## src/rtl/life_ctrl.sv

```systemverilog
`default_nettype none
// ============================================================================
//  life_ctrl
//  Command sequencer for a row of 4-cell life columns: cell write, array
//  clear, bounded/free run and single step, never overlapping write/evolve.
//  Revision: 1.0
// ============================================================================
module life_ctrl #(
  parameter int NCOLS = 4,
  parameter int GEN_W = 8,
  parameter int CW    = $clog2(NCOLS)
) (
  input  logic              clk,
  input  logic              reset,
  input  logic              cmd_valid,
  output logic              cmd_ready,
  input  logic [1:0]        cmd_op,
  input  logic [CW-1:0]     cmd_col,
  input  logic [1:0]        cmd_row,
  input  logic              cmd_val,
  input  logic [GEN_W-1:0]  cmd_gens,
  input  logic              stop,
  output logic [NCOLS-1:0]  col_write_enb,
  output logic [1:0]        row,
  output logic              val,
  output logic              enable,
  output logic [GEN_W-1:0]  gen_count,
  output logic              done
);

  localparam logic [1:0] OP_WRITE = 2'b00;
  localparam logic [1:0] OP_CLEAR = 2'b01;
  localparam logic [1:0] OP_RUN   = 2'b10;
  localparam int         IW       = CW + 2;
  localparam logic [IW-1:0] LAST_CELL = IW'(4 * NCOLS - 1);

  typedef enum logic [2:0] {
    S_IDLE  = 3'd0,
    S_WRITE = 3'd1,
    S_CLEAR = 3'd2,
    S_RUN   = 3'd3,
    S_STEP  = 3'd4
  } state_t;

  state_t            state;
  logic              ready_q;
  logic [IW-1:0]     cell_idx;
  logic [IW-1:0]     cell_nxt;
  logic [GEN_W-1:0]  run_cnt;
  logic [GEN_W-1:0]  run_nxt;
  logic [GEN_W-1:0]  gens_q;

  // Out-of-range columns decode to no strobe at all.
  function automatic logic [NCOLS-1:0] col_onehot(input logic [CW-1:0] c);
    col_onehot = '0;
    for (int i = 0; i < NCOLS; i++)
      if (c == CW'(i)) col_onehot[i] = 1'b1;
  endfunction

  assign cell_nxt  = cell_idx + IW'(1);
  assign run_nxt   = run_cnt + GEN_W'(1);
  // Ready is masked by reset so the first accept lands on the edge after release.
  assign cmd_ready = ready_q & ~reset;

  always_ff @(posedge clk) begin
    if (reset) begin
      state         <= S_IDLE;
      ready_q       <= 1'b1;
      cell_idx      <= '0;
      run_cnt       <= '0;
      gens_q        <= '0;
      col_write_enb <= '0;
      row           <= 2'd0;
      val           <= 1'b0;
      enable        <= 1'b0;
      gen_count     <= '0;
      done          <= 1'b0;
    end else begin
      case (state)
        S_IDLE: begin
          done <= 1'b0;
          if (ready_q && cmd_valid) begin
            ready_q <= 1'b0;
            case (cmd_op)
              OP_WRITE: begin
                state         <= S_WRITE;
                col_write_enb <= col_onehot(cmd_col);
                row           <= cmd_row;
                val           <= cmd_val;
              end
              OP_CLEAR: begin
                state         <= S_CLEAR;
                cell_idx      <= '0;
                col_write_enb <= col_onehot('0);
                row           <= 2'd0;
                val           <= 1'b0;
                gen_count     <= '0;
              end
              OP_RUN: begin
                state   <= S_RUN;
                run_cnt <= '0;
                gens_q  <= cmd_gens;
                enable  <= 1'b1;
              end
              default: begin
                state  <= S_STEP;
                enable <= 1'b1;
              end
            endcase
          end else begin
            ready_q <= 1'b1;
          end
        end
        S_WRITE: begin
          col_write_enb <= '0;
          done          <= 1'b1;
          state         <= S_IDLE;
        end
        S_CLEAR: begin
          if (cell_idx == LAST_CELL) begin
            col_write_enb <= '0;
            done          <= 1'b1;
            state         <= S_IDLE;
          end else begin
            cell_idx      <= cell_nxt;
            col_write_enb <= col_onehot(cell_nxt[IW-1:2]);
            row           <= cell_nxt[1:0];
          end
        end
        S_RUN: begin
          // The cycle in which stop is seen was enabled and still counts.
          gen_count <= gen_count + GEN_W'(1);
          run_cnt   <= run_nxt;
          if (stop || (gens_q != '0 && run_nxt == gens_q)) begin
            enable <= 1'b0;
            done   <= 1'b1;
            state  <= S_IDLE;
          end
        end
        S_STEP: begin
          gen_count <= gen_count + GEN_W'(1);
          enable    <= 1'b0;
          done      <= 1'b1;
          state     <= S_IDLE;
        end
        default: state <= S_IDLE;
      endcase
    end
  end

endmodule
`default_nettype wire

```

## config.mk

```make
export PLATFORM = sky130hd
export DESIGN_NAME = life_ctrl
export DESIGN_NICKNAME = d
export VERILOG_FILES = /design/src/rtl/life_ctrl.sv
export SDC_FILE = /design/constraint.sdc
export NUM_CORES = 1
export LEC_CHECK = 0
export CAP_MARGIN = 20
export CORE_ASPECT_RATIO = 1.75
export CORE_MARGIN = 3
export CORE_UTILIZATION = 48
export DETAILED_ROUTE_END_ITERATION = 10
export GPL_ROUTABILITY_DRIVEN = 0
export GPL_TIMING_DRIVEN = 0
export PLACE_DENSITY = 0.76
export SYNTH_ARGS = -nofsm -noshare
export SYNTH_HDL_FRONTEND = slang
export SYNTH_SLANG_ARGS = --single-unit
```

## constraint.sdc

```tcl
create_clock -name clk -period 2 [get_ports clk]
set_input_delay 0.3 -clock clk [delete_from_list [all_inputs] [get_ports clk]]
set_output_delay 0.3 -clock clk [all_outputs]
set_load 0.1 [all_outputs]
```

==> flow_summary.yaml, run 1 <==
synthesis:
  yosysWarnings: 0
  async_reset_ff_share_pct: 0
  ys_ff_latch: 41
  synth_nets: 301
  synthDistinctLibCells: 46
  synth_flop_cell: "dfxtp_1"
  netlist_instances: 275
  seq_area_frac_synth_pct: 37.38
  postSynthAreaPerCell_um2: 7.985
  synth_edf_count: 0
  synth_area_um2: 2196
global_route:
  track_usage_pct: 22.21
  antenna_found_initial: 0
  grt_pass1_vias: 2072
  grt_pass1_wl_mm: 9.480
  grt_max_degree: 14
  grt_overflow_total: 0
die:
  die_h_um: 95.48
  rows: 31
  dieArea_um2: 5454
  io_pins: 37
  die_x_um: 57.13
  core_area_um2: 4267
  start_util_pct: 51.47
detailed_routing:
  antenna_left: 0
  wl_mm: 5.730
  drc: 0
  wl_per_cell_um: 15.40
  drt-pass1-iter-count: 4
  via_per_inst: 5.801
  drt_iter0_markers: 100
  vias: 2158
cts:
  root_buffer: "clkbuf_8"
  clkLatencyLatePin_ns: 0.30
  clk_pin_slew_ns: 0.08
  hold_buffers: 0
  clkSinkCount: 41
  cts_tree: "built"
  cts_buffer_depth: 2
  htreeDepth: 2
  numCtsBuffers: 5
timing:
  worst_slew_pin_slew_ns: 0.9771
  maxSlewViolCount: 0
  fin_crit_sh_pct: 96.76
  period_needed_ns: 1.935
  final-setup-viol-count: 0
  hold_viol_final: 0
  slew_headroom_pct: 35.12
  fmax_mhz: 516.8
  clock_skew_ns: 0.006686
  tns_ns: 0
placed_design:
  io_buffers: 35
  dp.cells: 359
  dp_hpwl_mm: 4.238
cells_and_area:
  finalNonFillerCells: 372
  n_antenna_cell: 0
  syn2layout_area_growth_pct: 28.38
  finalNetCount: 348
  layout-drive-gt1-share_pct: 13.93
pwr:
  p_leak_nw: 1.076
  power_density_nw_per_um2: 755.6
  ir_drop_uv: 560.8
setup_path:
  worstSetupPathType: "flop to primary output"
  end_kind: "primary output"
  crit_chain: "dlygate4sd2_1"
  crit_fanout: 7
  cpPeakStageDelay_ns: 0.89
  cp_top_family: "buffers and inverters"
  crit_buf_inv: 1
  critical_path_arrival_ns: 1.64
  start_kind: "flop"
  critPathSlowestCell: "dlygate4sd2_1"
  cp.required_ns: 1.70
run_status:
  status: "finished clean"
hold_path:
  hp-class: "input port to flop"
run:
  cap_viol_max_count: 0
[path summary, 6_finish.rpt]
| kind | to | slack (ns) | cells past startpoint | from |
|---|---|---|---|---|
| worst max register to register | val$_SDFFE_PP0P_ | 0.14 | 6 | state[1]$_SDFFE_PP0P_ |
| worst max-delay path | gen_count[0] | 0.06 | 1 | gen_count[0]$_SDFFE_PP0P_ |
| worst min-delay path | done$_SDFFE_PP0P_ | 0.44 | 3 | reset |
| worst min register to register | val$_SDFFE_PP0P_ | 0.46 | 2 | val$_SDFFE_PP0P_ |
[routing by layer]
| layer | GRT usage (%) | share of wire, % |
|---|---|---|
| met1 | 23.48 | 39 |
| met2 | 40.36 | 56 |
| met3 | 3.252 | 2.2 |
| met5 | 0 | 0 |
| met4 | 13.73 | 2.9 |
[flip-flops by register name, summed over array words and instances (netlist names)]
name,count
cell_idx,4
col_write_enb,4
done,1
enable,1
gen_count,8
gens_q,8
ready_q,1
row,2
run_cnt,8
state,3
val,1
[synthesized netlist by cell type (2+ instances only)]
cell       n  area share, %
a211oi_1   7            2.4
a21o_1     2           0.68
a21oi_1   33            7.5
a22oi_1    2           0.68
a311oi_1   2           0.80
a31oi_1    2           0.57
and2_1     5            1.4
and3_1     2           0.57
buf_2      3           0.68
clkbuf_1  10            1.7
dfxtp_1   41             37
ha_1       7            4.0
inv_1      5           0.85
nand2_1   29            5.0
nand3_1   23            5.2
nand3b_1   2           0.68
nand4_1    5            1.4
nor2_1    24            4.1
nor3_1    13            3.0
nor3b_1    2           0.68
nor4_1     4            1.1
o21ai_0    9            2.1
or3_1      4            1.1
xnor2_1    8            3.2
xor2_1    10            4.0
[worst register-to-register path: stages (launching register included)]
cell and delay [ns]:
dfxtp_1 0.30, buf_2 0.17, nor3_4 0.31, and2_1 0.29, clkbuf_1 0.43, nand4_1 0.17, a21oi_1 0.14
[power breakdown]
| part | switching [mW] | internal (mW) |
|---|---|---|
| registers | 0.0316 | 0.856 |
| clock network | 0.304 | 0.406 |
| logic | 0.377 | 0.155 |
[stage by stage]
| stage | cell area [um2] | worst slack (ns) | total power, mW | util [%] | hold slack (ns) |
|---|---|---|---|---|---|
| 2_1_floorplan | 2201 | 0.02020 | 1.284 | - | 0.4475 |
| 3_3_place_gp | 2613 | -0.3791 | 1.424 | 61.23 | 0.4495 |
| 3_5_place_dp | 2613 | -0.3966 | 1.431 | 61.23 | 0.4515 |
| 4_1_cts | 2726 | 0.02347 | 2.117 | 63.90 | 0.4413 |
| 5_1_grt | 2819 | -0.01135 | 2.219 | 66.07 | 0.4893 |
| 6_report | 2819 | 0.06483 | 2.130 | 66.07 | 0.4363 |
[kinds of logic after synthesis]
kind of cell             after synthesis  share of synthesized area [%]
AO/OA/AOI/OAI                         66                          18.75
buffers and inverters                 18                          3.248
flip-flops                            41                          37.38
XOR/XNOR                              18                          7.179
AND/OR/NAND/NOR                      125                          29.46
adder cells (fa/ha/maj)                7                          3.988
[layout make-up]
cell class	count	area [um2]
fillers	407	1448
plain buffers	13	53.80
multi-input cells	216	1371
inverters	5	18.77
repair buffers	40	361.6
clock buffers	6	82.58
flip-flops and latches	41	832.0
well taps	49	61.31
clock inverters	2	37.54
[cell usage in the layout (no fill, tap or decap), types with 3 or more instances in the layout]
master / instances
clkdlybuf4s50_1: 17
xnor2_1: 8
nand2_1: 28
a21oi_1: 32
nor3_1: 12
xor2_1: 10
dlygate4sd2_1: 17
dfxtp_1: 34
nor4_1: 3
buf_4: 5
or3_1: 4
inv_1: 5
a211oi_1: 7
dfxtp_2: 6
nand4_1: 5
buf_2: 3
clkbuf_8: 6
and2_1: 5
nor2_1: 24
nand3_2: 3
clkbuf_1: 9
o21ai_0: 7
ha_1: 6
nand3_1: 21
[repair_timing]
item	CTS	global route
hold endpoints to repair	0	0
buffers inserted	1	4
gates cloned	0	0
pin swaps	1	1
resized for setup	24	19
setup endpoints to repair	28	14
(Power assumes the default switching activity.)
==> inputs of run 2 (changes only) <==
--- a/config.mk
+++ b/config.mk
@@ -13,6 +13,7 @@
 export GPL_ROUTABILITY_DRIVEN = 0
 export GPL_TIMING_DRIVEN = 0
 export PLACE_DENSITY = 0.76
+export SLEW_MARGIN = 0
 export SYNTH_ARGS = -nofsm -noshare
 export SYNTH_HDL_FRONTEND = slang
 export SYNTH_SLANG_ARGS = --single-unit
==> constraint.sdc (replaced) <==
create_clock -name clk -period 2 [get_ports clk]
set_input_delay 0.6 -clock clk [delete_from_list [all_inputs] [get_ports clk]]
set_output_delay 0.6 -clock clk [all_outputs]
set_load 0.1 [all_outputs]
==> run 2 against run 1 <==
  * Sequential power about the same
  * Combinational power about the same
  * Critical path type is now input port to flop
  * Design area increased by 1.3%
  * Critical path depth increased by 7
  * Clock skew increased by 0.0037 ns
  * Total power increased by 3.7%
  * Largest power group unchanged
  * First-iteration DRC count increased by 6.0%
==> flow_summary.yaml, run 2 (synthesized netlist as in run 1, its figures left out) <==
cts:
  cts_buffer_depth: 2
  clkSinkCount: 41
  htreeDepth: 2
  root_buffer: "clkbuf_8"
  clk_pin_slew_ns: 0.08
  hold_buffers: 0
  numCtsBuffers: 5
  cts_tree: "built"
  clkLatencyLatePin_ns: 0.30
detailed_routing:
  drt_iter0_markers: 106
  drc: 0
  antenna_left: 0
  via_per_inst: 5.872
  wl_per_cell_um: 15.32
  vias: 2161
  drt-pass1-iter-count: 4
  wl_mm: 5.637
setup_path:
  r2r_setup_slack_ns: 0.09
  worstSetupPathType: "input port to flop"
  end_kind: "flop"
  worst-r2r-cell-count: 8
  crit_path_start: "cmd_op[0]"
  start_kind: "input port"
  cp.required_ns: 2.16
  rr_startpoint: "run_cnt[0]$_SDFFE_PP0P_"
  critical_path_arrival_ns: 2.15
  crit_fanout: 8
  r2r_end: "done$_SDFFE_PP0P_"
  crit_path_end: "run_cnt[3]$_SDFFE_PP0P_"
timing:
  rsz0062_at_grt: "yes"
  clock_skew_ns: 0.01036
  tns_ns: 0
  maxSlewViolCount: 0
  fin_crit_sh_pct: 99.75
  period_needed_ns: 1.995
  slew_headroom_pct: 61.62
  final-setup-viol-count: 0
  fmax_mhz: 501.3
  hold_viol_final: 0
  worst_slew_pin_slew_ns: 0.5756
cells_and_area:
  final_util_pct: 66.95
  syn2layout_area_growth_pct: 30.09
  finalNetCount: 344
  layout-drive-gt1-share_pct: 18.81
  final_common_cell: "dfxtp_1"
  n_antenna_cell: 0
  reg_top3: "gen_count: 8 flops, gens_q: 8 flops, run_cnt: 8 flops"
  layout_common_cells: "dfxtp_1, a21oi_1, nand2_1"
global_route:
  antenna_found_initial: 0
  track_usage_pct: 21.24
  grt_pass1_vias: 2020
  grt_pass1_wl_mm: 9.170
  grt_overflow_total: 0
  grt_max_degree: 14
run:
  cap_viol_max_count: 0
die:
  core_area_um2: 4267
  die_x_um: 57.13
  start_util_pct: 51.47
  dieArea_um2: 5454
  die_h_um: 95.48
  io_pins: 37
  rows: 31
placed_design:
  io_buffers: 35
  dp_hpwl_mm: 4.133
run_status:
  status: "finished clean"
pwr:
  p_leak_nw: 1.014
  power_density_nw_per_um2: 773.5
  ir_drop_uv: 648.8
hold_path:
  holdPathStages: 2
  hp-class: "flop to flop"
-- run 2: routing by layer --
layer  share of wire [%]  track usage [%]  up-vias
li1                    -                -     1072
met1                  40            22.50     1025
met2                  55            39.98       52
met3                 3.4            3.659       12
met4                 2.0            9.478        0
met5                   0                0        -
-- run 2: power breakdown --
| group | internal (mW) | total, mW | switching [mW] | leakage, nW |
|---|---|---|---|---|
| logic | 0.156 | 0.533 | 0.376 | 0.609 |
| registers | 0.856 | 0.888 | 0.0318 | 0.336 |
| clock network | 0.496 | 0.789 | 0.293 | 0.0681 |
| total | 1.51 | 2.21 | 0.701 | 1.01 |
-- run 2: metrics by stage --
stage / hold slack (ns) / power, mW / cell area, um2 / setup WS, ns / cells
floorplan: 0.4607 / 1.286 / 2206 / 0.02023 / 275
global placement: 0.4505 / 1.424 / 2618 / -0.6963 / 359
detailed placement: 0.4541 / 1.430 / 2618 / -0.7588 / 359
CTS: 0.4701 / 2.210 / 2804 / 0.002236 / 368
global route: 0.5029 / 2.289 / 2856 / -0.07604 / 368
finish: 0.4674 / 2.210 / 2856 / 0.005087 / 368
-- run 2: critical path, cell delays in order --
cell and delay, ns:
clkdlybuf4s50_1 0.45, inv_1 0.10, ha_1 0.18, nand3_1 0.10, a21o_1 0.29, a21o_2 0.21, a21oi_1 0.14, nor2_1 0.06
-- run 2: how the worst min path moves through the flow --
stage,slack (ns),start,to
CTS,0.47,val$_SDFFE_PP0P_,val$_SDFFE_PP0P_
finish,0.47,row[0]$_SDFFE_PP0P_,row[0]$_SDFFE_PP0P_
global placement,0.45,val$_SDFFE_PP0P_,val$_SDFFE_PP0P_
global route,0.50,row[0]$_SDFFE_PP0P_,row[0]$_SDFFE_PP0P_
floorplan,0.46,gens_q[2]$_SDFFE_PP0P_,gens_q[2]$_SDFFE_PP0P_
detailed placement,0.45,val$_SDFFE_PP0P_,val$_SDFFE_PP0P_
-- run 2: layout make-up --
type	instances	area, um2
multi-input cells	216	1381
flip-flops and latches	41	830.8
clock inverters	3	65.06
clock buffers	5	68.82
well taps	49	61.31
repair buffers	36	374.1
fillers	366	1410
inverters	5	18.77
plain buffers	13	56.30
-- run 2: what timing repair did --
item,CTS,global route
resized for setup,65,17
setup endpoints to repair,43,24
pin swaps,1,0
gates cloned,0,0
setup buffers,1,0
==> inputs of run 3 (changes only) <==
==> constraint.sdc (replaced) <==
create_clock -name clk -period 1.8 [get_ports clk]
set_input_delay 0.54 -clock clk [delete_from_list [all_inputs] [get_ports clk]]
set_output_delay 0.54 -clock clk [all_outputs]
set_load 0.1 [all_outputs]
==> run 3 against run 2 <==
  * The run now ends with negative setup slack left
  * Flip-flop and latch count is the same
  * Routed wire length increased by 3.9%
  * Design area rose by 4.9%
  * Clock skew fell by 0.0035 ns
  * Critical endpoint is now state[1]$_SDFFE_PP0P_
  * Highest routed layer unchanged
==> flow_summary.yaml, run 3 (synthesized netlist as in run 1, its figures left out) <==
run_status:
  status: "finished with violations"
  violations: "negative setup slack"
timing:
  slew_headroom_pct: 62.18
  fmax_mhz: 548.8
  period_needed_ns: 1.822
  final-setup-viol-count: 4
  rsz0062_at_grt: "yes"
  clock_skew_ns: 0.006858
  maxSlewViolCount: 0
  hold_viol_final: 0
  setup_ws_ns: -0.02220
  fin_crit_sh_pct: 101.2
  worst_slew_pin_slew_ns: 0.5673
cts:
  root_buffer: "clkbuf_8"
  clkLatencyLatePin_ns: 0.30
  htreeDepth: 2
  clkSinkCount: 41
  clk_pin_slew_ns: 0.08
  numCtsBuffers: 5
  cts_buffer_depth: 2
  cts_tree: "built"
  hold_buffers: 0
detailed_routing:
  wl_per_cell_um: 15.49
  vias: 2195
  wl_mm: 5.856
  antenna_left: 0
  drc: 0
  drt-pass1-iter-count: 4
  drt_iter0_markers: 93
  via_per_inst: 5.807
setup_path:
  r2r_setup_slack_ns: -0.02
  worstSetupPathType: "flop to flop"
  worst-r2r-cell-count: 7
  cp.required_ns: 1.96
  end_kind: "flop"
  critical_path_arrival_ns: 1.99
  crit_fanout: 7
  start_kind: "flop"
pwr:
  power_switching_share_pct: 36.25
  p_leak_nw: 1.093
  p_switching_uw: 810.3
  p_int_mw: 1.425
  ir_drop_uv: 755.2
  seq_power_share_pct: 44.1
  power_density_nw_per_um2: 746.0
  pwr-share-clk_pct: 27.1
  pwr-share-comb_pct: 28.8
run:
  cap_viol_max_count: 0
global_route:
  grt_pass1_wl_mm: 9.384
  antenna_found_initial: 0
  grt_overflow_total: 0
  grt_pass1_vias: 2045
  track_usage_pct: 21.95
  grt_max_degree: 14
placed_design:
  io_buffers: 35
  pre_cts_slack_ns: -0.8254
  dp_hpwl_mm: 4.133
  dp.cells: 359
cells_and_area:
  syn2layout_area_growth_pct: 36.47
  n_fill_cell: 338
  final_common_cell: "a21oi_1"
  reg_top3: "gen_count: 8 flops, gens_q: 8 flops, run_cnt: 8 flops"
  layout_common_cells: "a21oi_1, dfxtp_1, nand2_1"
  layout-drive-gt1-share_pct: 27.66
  finalNetCount: 354
  finalNonFillerCells: 378
  n_antenna_cell: 0
die:
  dieArea_um2: 5454
  core_area_um2: 4267
  die_h_um: 95.48
  io_pins: 37
  die_x_um: 57.13
  rows: 31
  start_util_pct: 51.47
hold_path:
  hp-class: "flop to flop"
  holdPathStages: 2
run 3: changes by cell type in the layout (fill, tap and decap cells not counted), sizes merged:
cell | previous run | this run
bufinv | 2 | 0
clkinvlp | 0 | 1
buf | 5 | 18
clkinv | 1 | 2
dlymetal6s2s | 0 | 2
clkdlybuf4s50 | 17 | 14
clkdlybuf4s15 | 17 | 12
dlygate4sd2 | 0 | 1
clkdlybuf4s18 | 0 | 2
run 3: final cells by class:
cell class	instances	area, um2	area share, %
plain buffers	12	58.81	1.962
multi-input cells	216	1488	49.65
inverters	5	18.77	0.6263
flip-flops and latches	41	842.1	28.10
well taps	49	61.31	2.046
clock buffers	5	68.82	2.296
clock inverters	3	17.52	0.5846
repair buffers	47	441.7	14.74
run 3: repair_timing:
item / 4_1_cts / 5_1_grt
pin swaps: 3 / 7
setup endpoints to repair: 46 / 32
resized for setup: 97 / 22
setup buffers: 2 / 10
run 3: worst paths after layout:
path	end	start
min reg2reg	val$_SDFFE_PP0P_	val$_SDFFE_PP0P_
min	val$_SDFFE_PP0P_	val$_SDFFE_PP0P_
max	state[1]$_SDFFE_PP0P_	run_cnt[2]$_SDFFE_PP0P_
max reg2reg	state[1]$_SDFFE_PP0P_	run_cnt[2]$_SDFFE_PP0P_
run 3: metal layers:
layer / part of all wire (%) / vias up / track usage, %
met3: 4.1 / 13 / 2.981
met5: 0 / - / 0
met2: 54 / 60 / 40.74
li1: - / 1096 / -
met1: 39 / 1026 / 24.12
met4: 2.7 / 0 / 10.06
run 3: worst max-delay path, cell delays in order, from the launching register on:
cell	delay [ns]
dfxtp_4	0.39
nand3_2	0.14
or4b_4	0.51
o211ai_2	0.10
a2111oi_4	0.10
a211oi_2	0.20
buf_4	0.17
a221oi_1	0.07
run 3: power groups by stage:
stage,clock network [mW],registers (mW),logic (mW)
after floorplan,0,1.20,0.232
after CTS,0.607,0.986,0.605
after global placement,0,1.01,0.575
final,0.605,0.986,0.645
after global routing,0.642,0.992,0.687
after detailed placement,0,1.01,0.579
run 3: per-stage QoR:
stage / util (%) / instance area [um2] / TNS (ns) / power [mW] / hold WS, ns
after global placement: 61.55 / 2626 / -20.81 / 1.584 / 0.4488
after CTS: 67.62 / 2885 / -0.02970 / 2.199 / 0.4680
after floorplan: - / 2215 / 0 / 1.429 / 0.4607
after global routing: 70.23 / 2997 / -0.3491 / 2.321 / 0.4988
final: 70.23 / 2997 / -0.05980 / 2.236 / 0.4679
after detailed placement: 61.55 / 2626 / -21.89 / 1.588 / 0.4534
